**src/rtl/pdm_modulator.sv**
```systemverilog
// First-order delta-sigma PDM modulator with linear interpolation of 8-bit PCM input, OSR bits per sample.
// Latency: a sample is loaded at the next frame-load edge. It affects PDM_OUT from the following edge.
// Backpressure: S_READY is low while the input FIFO is full. It comes from the registered count only.
module pdm_modulator #(
  parameter int DATA_W     = 8,
  parameter int OSR_LOG2   = 6,
  parameter int FIFO_DEPTH = 2
) (
  input  logic              CLK,
  input  logic              RST,
  input  logic              EN,
  input  logic [DATA_W-1:0] S_DATA,
  input  logic              S_VALID,
  output logic              S_READY,
  output logic              PDM_OUT,
  output logic              UNDERRUN,
  input  logic              UNDERRUN_CLR
);

  localparam int W     = DATA_W + OSR_LOG2;
  localparam int SW    = W + 2;
  localparam int PTR_W = $clog2(FIFO_DEPTH);
  localparam int CNT_W = PTR_W + 1;
  localparam logic [CNT_W-1:0] DEPTH_C = CNT_W'(FIFO_DEPTH);

  typedef enum logic {IDLE, RUN} state_t;

  state_t              state_q, state_d;
  logic [OSR_LOG2-1:0] phase_q, phase_d;
  logic [W-1:0]        acc_q, acc_d;
  logic [DATA_W-1:0]   prev_q, prev_d;
  logic [DATA_W-1:0]   cur_q, cur_d;
  logic                pdm_q, pdm_d;
  logic                und_q, und_d;

  logic [DATA_W-1:0]   mem_q [FIFO_DEPTH];
  logic [DATA_W-1:0]   mem_d [FIFO_DEPTH];
  logic [PTR_W-1:0]    rd_ptr_q, rd_ptr_d;
  logic [PTR_W-1:0]    wr_ptr_q, wr_ptr_d;
  logic [CNT_W-1:0]    cnt_q, cnt_d;

  logic                s_ready;
  logic                push;
  logic                pop;
  logic                load;
  logic                fifo_nempty;

  logic signed [DATA_W:0] diff;
  logic signed [SW-1:0]   v_s;
  logic [W-1:0]           v_u;
  logic [W:0]             sum;
  logic                   unused_v;

  assign s_ready  = (cnt_q < DEPTH_C);
  assign S_READY  = s_ready;
  assign PDM_OUT  = pdm_q;
  assign UNDERRUN = und_q;

  // Interpolated level between prev and cur, plus the delta-sigma accumulator add.
  always_comb begin
    diff = $signed({1'b0, cur_q}) - $signed({1'b0, prev_q});
    v_s  = $signed({2'b00, prev_q, {OSR_LOG2{1'b0}}})
         + $signed({{(OSR_LOG2+1){diff[DATA_W]}}, diff})
         * $signed({{(DATA_W+2){1'b0}}, phase_q});
    // The interpolated value never leaves 0..(2**DATA_W-1)*OSR, so the top two bits are always zero.
    v_u      = v_s[W-1:0];
    unused_v = ^v_s[SW-1:W];
    sum      = {1'b0, acc_q} + {1'b0, v_u};
  end

  // Next-state logic for the run/idle control, the frame loads, the sticky flag and the FIFO.
  always_comb begin
    state_d  = state_q;
    phase_d  = phase_q;
    acc_d    = acc_q;
    prev_d   = prev_q;
    cur_d    = cur_q;
    pdm_d    = pdm_q;
    und_d    = und_q;
    mem_d    = mem_q;
    rd_ptr_d = rd_ptr_q;
    wr_ptr_d = wr_ptr_q;

    fifo_nempty = (cnt_q != '0);
    push        = S_VALID && s_ready;
    // A frame load uses the FIFO as it was before this edge, so a same-edge push is not seen.
    load        = EN && ((state_q == IDLE) ? fifo_nempty : (&phase_q));
    pop         = load && fifo_nempty;

    if (!EN) begin
      // Disabling drops the rest of the frame. The next start ramps up from zero again.
      state_d = IDLE;
      phase_d = '0;
      acc_d   = '0;
      prev_d  = '0;
      cur_d   = '0;
      pdm_d   = 1'b0;
    end else if (state_q == IDLE) begin
      if (fifo_nempty) begin
        state_d = RUN;
      end
    end else begin
      phase_d = phase_q + OSR_LOG2'(1);
      acc_d   = sum[W-1:0];
      pdm_d   = sum[W];
    end

    if (load) begin
      prev_d = cur_q;
      if (fifo_nempty) begin
        cur_d = mem_q[rd_ptr_q];
      end
    end

    // A new underrun takes priority over a clear request on the same edge.
    if (load && !fifo_nempty) begin
      und_d = 1'b1;
    end else if (UNDERRUN_CLR) begin
      und_d = 1'b0;
    end

    if (push) begin
      mem_d[wr_ptr_q] = S_DATA;
      wr_ptr_d        = wr_ptr_q + PTR_W'(1);
    end
    if (pop) begin
      rd_ptr_d = rd_ptr_q + PTR_W'(1);
    end
    cnt_d = cnt_q + CNT_W'(push) - CNT_W'(pop);
  end

  // State registers. Reset clears everything, including the FIFO contents.
  always_ff @(posedge CLK or negedge RST) begin
    if (!RST) begin
      state_q  <= IDLE;
      phase_q  <= '0;
      acc_q    <= '0;
      prev_q   <= '0;
      cur_q    <= '0;
      pdm_q    <= 1'b0;
      und_q    <= 1'b0;
      rd_ptr_q <= '0;
      wr_ptr_q <= '0;
      cnt_q    <= '0;
      for (int i = 0; i < FIFO_DEPTH; i++) begin
        mem_q[i] <= '0;
      end
    end else begin
      state_q  <= state_d;
      phase_q  <= phase_d;
      acc_q    <= acc_d;
      prev_q   <= prev_d;
      cur_q    <= cur_d;
      pdm_q    <= pdm_d;
      und_q    <= und_d;
      rd_ptr_q <= rd_ptr_d;
      wr_ptr_q <= wr_ptr_d;
      cnt_q    <= cnt_d;
      mem_q    <= mem_d;
    end
  end

endmodule

```
**config.mk**
```make
export PLATFORM = sky130hd
export DESIGN_NAME = pdm_modulator
export DESIGN_NICKNAME = d
export VERILOG_FILES = /design/src/rtl/pdm_modulator.sv
export SDC_FILE = /design/constraint.sdc
export NUM_CORES = 1
export LEC_CHECK = 0
export ABC_AREA = 1
export ABC_CLOCK_PERIOD_IN_PS = 15300
export BUFFER_PORTS_ARGS = -buffer_cell sky130_fd_sc_hd__buf_2
export CORE_AREA = 2 2 149 78
export CTS_CLUSTER_SIZE = 25
export DETAILED_ROUTE_END_ITERATION = 8
export DIE_AREA = 0 0 151 80
export PLACE_DENSITY = 0.81
export SYNTH_ARGS = -nofsm -noshare
export SYNTH_HDL_FRONTEND = slang
export SYNTH_SLANG_ARGS = --single-unit
```
**constraint.sdc**
```tcl
create_clock -name CLK -period 15.3 [get_ports CLK]
set_input_delay 0.765 -clock CLK [delete_from_list [all_inputs] [get_ports CLK]]
set_output_delay 0.765 -clock CLK [all_outputs]
set_load 0.005 [all_outputs]
```
==> summary.log <==
qor: synth.synthesized_area_fraction_occupied_by_adder_cells 26.85%
qor: setup_path.worstSetupEndpoint acc_q[13]$_DFFE_PN0P_
qor: placement.gp_congestion 0.9741
qor: die.fp.dieH 80 um
qor: drt.drt_iter0_markers 469
qor: synth.synth_largest_area_cell sky130_fd_sc_hd__dfrtp_1
qor: die.placement_rows 27
qor: die.die_area 0.01208 mm2
qor: setup_path.critical_path.startpoint_type flop
qor: clocking.cts.sinks 59
qor: drt.remaining_drc_errors 0
qor: clocking.cts.path.max_buffers 2
qor: die.start_util 54.13%
qor: setup_path.crit_path_launch prev_q[0]$_DFFE_PN0P_
qor: clocking.clk_tree_root_cell sky130_fd_sc_hd__clkbuf_16
qor: setup_path.critPathSlowestCell sky130_fd_sc_hd__fa_1
qor: clocking.post_cts.resized_instances 0
qor: synth.synth_top_area_share 25.39%
qor: sta.drv_slew 0
qor: power_and_ir_drop.p_leak 3.484 nW
qor: placement.dpl.cell_count 917
qor: worst_hold_path.min-delay-path-class flop to flop
qor: final_layout.drive_above_1_share 6.853%
qor: placement.io_buffer_count 15
qor: synth.async_reset_ff_share 100.0%
qor: run.max-cap-violations 0
qor: grt.grt_usage 25.49%
qor: drt.avgRoutedWirePerCell 14.82 um
qor: setup_path.critPathKind flop to flop
qor: final_layout.final.fill_count 999
qor: sta.slew_of_the_pin_with_the_lowest_slew_margin 0.7877 ns
qor: synth.synth-seq-cells 59
qor: setup_path.setup.worst_path.end_class flop
qor: synth.total_nets_after_synthesis 878
qor: die.floorplan.die.width 151 um
qor: clocking.cts.htree.levels 3
qor: sta.setup_violations 0
qor: synth.postSynthAreaPerCell 7.592 um2
qor: final_layout.synthToLayoutAreaGrowth 8.391%
qor: synth.unique_masters_post_synth 41
qor: drt.detail_route.vias_per_cell 5.199
qor: final_layout.fin_nets 895
qor: setup_path.worst_path_largest_cell_delay 0.55 ns
qor: synth.post_synth_instance_area 0.005816 mm2
qor: sta.grt_setup_unrepaired no
qor: drt.detail-route-antenna-nets 0
qor: synth.synth_top_family_by_area adder cells
qor: grt.grt_pass1_wl 23,480 um
qor: sta.max_clock_freq 0.1492 GHz
qor: sta.timing.setup.tns 0 ns
qor: setup_path.worst-endpoint-required 15.53 ns
qor: grt.number_of_antenna_violations_at_the_first_check_in_global_routing 0
qor: drt.routed_wirelength 13,820 um
qor: sta.timing.final.crit_period 6.702 ns
qor: clocking.worst_setup_hold_path_clk_slew 0.06 ns
qor: clocking.hold_buffers 0
qor: die.core_area 0.01074 mm2
qor: synth.post_synth_inst_count 766
qor: synth.yosys-mux-area-fraction 1.377%
qor: power_and_ir_drop.power_density 208.8 mW/mm2
qor: sta.finalClockSkew 0.008158 ns
qor: synth.synth_sequential_area_ratio 25.39%
qor: die.boundaryPins 16
qor: synth.count_of_flip_flops_with_a_built_in_enable_after_synthesis 0
qor: grt.grt_start_max_net_pins 60
qor: sta.timing_hold_violations_final 0
qor: synth.synth_xor_area_share 3.722%
qor: placement.detailedPlacementHpwl 10,990 um
qor: worst_hold_path.timing.hold.worst_path_depth 2
qor: synth.synthTopCellsByArea sky130_fd_sc_hd__dfrtp_1, sky130_fd_sc_hd__fa_1, sky130_fd_sc_hd__ha_1, sky130_fd_sc_hd__nand2_1, sky130_fd_sc_hd__inv_1
qor: clocking.cts_tree done
qor: clocking.insertion_delay 0.34 ns
qor: final_layout.final_instance_count_without_filler_cells 933
qor: run_status.outcome complete, no violations
qor: grt.overflow 0
qor: synth.ys_warn_count 0
qor: setup_path.setup.reg_to_reg.worst_slack 8.60 ns
qor: drt.first_pass_iteration_count_of_the_detailed_router 5
qor: sta.slew_headroom 47.49%
qor: grt.number_of_global_route_vias_before_repair 4,698
qor: power_and_ir_drop.fin_total_pwr 1.316 mW
qor: setup_path.path_common_cell sky130_fd_sc_hd__nand2_1
qor: sta.fin_crit_sh 43.80%
qor: sta.final.hold.worst_slack 0.4674 ns
qor: setup_path.regToRegStartpoint prev_q[0]$_DFFE_PN0P_
qor: setup_path.critPathArrivalTime 6.93 ns
qor: synth.synthSimpleGateAreaFrac 22.59%
qor: clocking.cts.repair_timing.setup_buffer_count 0
qor: clocking.cts_buffers 9
qor: synth.ys.flop_type sky130_fd_sc_hd__dfrtp_1
qor: synth.compound_gate_fraction_of_synth_area 8.477%
qor: setup_path.r2r_end acc_q[13]$_DFFE_PN0P_
qor: drt.dr_vias 4,851
qor: setup_path.reg2regPathDepth 31
qor: final_layout.diodes 0
qor: power_and_ir_drop.irDropWorstVdd 99.15 uV
qor: setup_path.crit_path_max_fanout 6
[per-stage QoR]
stage	util, %	instance area, um2	setup WS (ns)
2_1_floorplan	-	5816	9.369
3_5_place_dp	56.15	6032	8.800
4_1_cts	58.68	6304	8.713
3_3_place_gp	56.15	6032	8.915
6_report	58.68	6304	8.598
5_1_grt	58.68	6304	8.128
[critical path: cells and delay by family (launching register included)]
kind | cells | cell delay [ns]
simple gates | 12 | 1.24
buf+inv | 6 | 0.34
xor+xnor | 2 | 0.45
compound gates | 3 | 0.66
flops | 1 | 0.43
fa+ha+maj | 8 | 3.48
[cells in the mapped netlist, types with 3 or more instances]
library cell,n
sky130_fd_sc_hd__dfrtp_1,59
sky130_fd_sc_hd__xor2_1,10
sky130_fd_sc_hd__o21bai_1,5
sky130_fd_sc_hd__a21oi_1,22
sky130_fd_sc_hd__or2_2,4
sky130_fd_sc_hd__fa_1,43
sky130_fd_sc_hd__nor3_1,3
sky130_fd_sc_hd__o21ai_2,8
sky130_fd_sc_hd__nor2_1,76
sky130_fd_sc_hd__o21ai_0,37
sky130_fd_sc_hd__mux2i_1,8
sky130_fd_sc_hd__ha_1,56
sky130_fd_sc_hd__nand4_1,6
sky130_fd_sc_hd__clkbuf_1,5
sky130_fd_sc_hd__nand3_1,44
sky130_fd_sc_hd__nand2_1,177
sky130_fd_sc_hd__inv_1,162
sky130_fd_sc_hd__xnor2_1,11
[routing by layer]
layer | track usage, % | wire length, um | vias to the layer above
li1 | - | - | 2402
met1 | 39.16 | 7068 | 2189
met2 | 31.77 | 4712 | 242
met3 | 10.97 | 1898 | 18
met4 | 6.262 | 144 | 0
met5 | 0 | 0 | -
[cell families (layout without fill, tap and decap cells)]
logic type / count (synthesis) / in the layout
compound gates: 83 / 83
xor+xnor: 23 / 23
fa+ha+maj: 99 / 99
buf+inv: 176 / 198
flops: 59 / 59
mux: 8 / 8
simple gates: 318 / 318
[cell type report]
type	instances	area [um2]	share of cell area, %
clock inverters	5	38.79	0.6153
multi-input cells	531	3665	58.14
well taps	145	181.4	2.878
inverters	165	619.3	9.825
clock buffers	11	232.7	3.692
repair buffers	17	90.09	1.429
flip-flops and latches	59	1476	23.42
[layout by cell type (no fill, tap or decap), types with 2 or more instances in the layout]
master and instances:
sky130_fd_sc_hd__nand2_1 177, sky130_fd_sc_hd__inv_1 162, sky130_fd_sc_hd__nor2_1 76, sky130_fd_sc_hd__dfrtp_1 59, sky130_fd_sc_hd__ha_1 56, sky130_fd_sc_hd__nand3_1 44, sky130_fd_sc_hd__fa_1 43, sky130_fd_sc_hd__o21ai_0 37
sky130_fd_sc_hd__a21oi_1 22, sky130_fd_sc_hd__buf_2 15, sky130_fd_sc_hd__xnor2_1 11, sky130_fd_sc_hd__xor2_1 10, sky130_fd_sc_hd__clkbuf_16 9, sky130_fd_sc_hd__mux2i_1 8, sky130_fd_sc_hd__o21ai_2 8, sky130_fd_sc_hd__nand4_1 6
sky130_fd_sc_hd__o21bai_1 5, sky130_fd_sc_hd__or2_2 4, sky130_fd_sc_hd__nor3_1 3, sky130_fd_sc_hd__a21o_1 2, sky130_fd_sc_hd__a31oi_1 2, sky130_fd_sc_hd__nor2_2 2, sky130_fd_sc_hd__inv_2 2, sky130_fd_sc_hd__o22ai_1 2
sky130_fd_sc_hd__clkbuf_1 2, sky130_fd_sc_hd__clkinv_4 2, sky130_fd_sc_hd__buf_4 2
[flip-flops by register name, indices dropped and copies added, names as in the netlist]
register,cells
mem_q,16
acc_q,14
cur_q,8
prev_q,8
phase_q,6
cnt_q,2
PDM_OUT,1
UNDERRUN,1
rd_ptr_q,1
state_q,1
wr_ptr_q,1
[worst min path at each step]
stage	start	to	slack (ns)
floorplan	prev_q[2]$_DFFE_PN0P_	prev_q[2]$_DFFE_PN0P_	0.44
global placement	prev_q[3]$_DFFE_PN0P_	prev_q[3]$_DFFE_PN0P_	0.46
detailed placement	prev_q[3]$_DFFE_PN0P_	prev_q[3]$_DFFE_PN0P_	0.46
CTS	prev_q[3]$_DFFE_PN0P_	prev_q[3]$_DFFE_PN0P_	0.47
global route	PDM_OUT$_DFFE_PN0P_	PDM_OUT$_DFFE_PN0P_	0.49
finish	prev_q[3]$_DFFE_PN0P_	prev_q[3]$_DFFE_PN0P_	0.47
[where the power goes]
group / internal (mW) / switching (mW)
clock: 0.110 / 0.0780
combinational: 0.308 / 0.570
sequential: 0.209 / 0.0417
total: 0.627 / 0.689
Note: power is estimated with default switching activity, not from simulation.
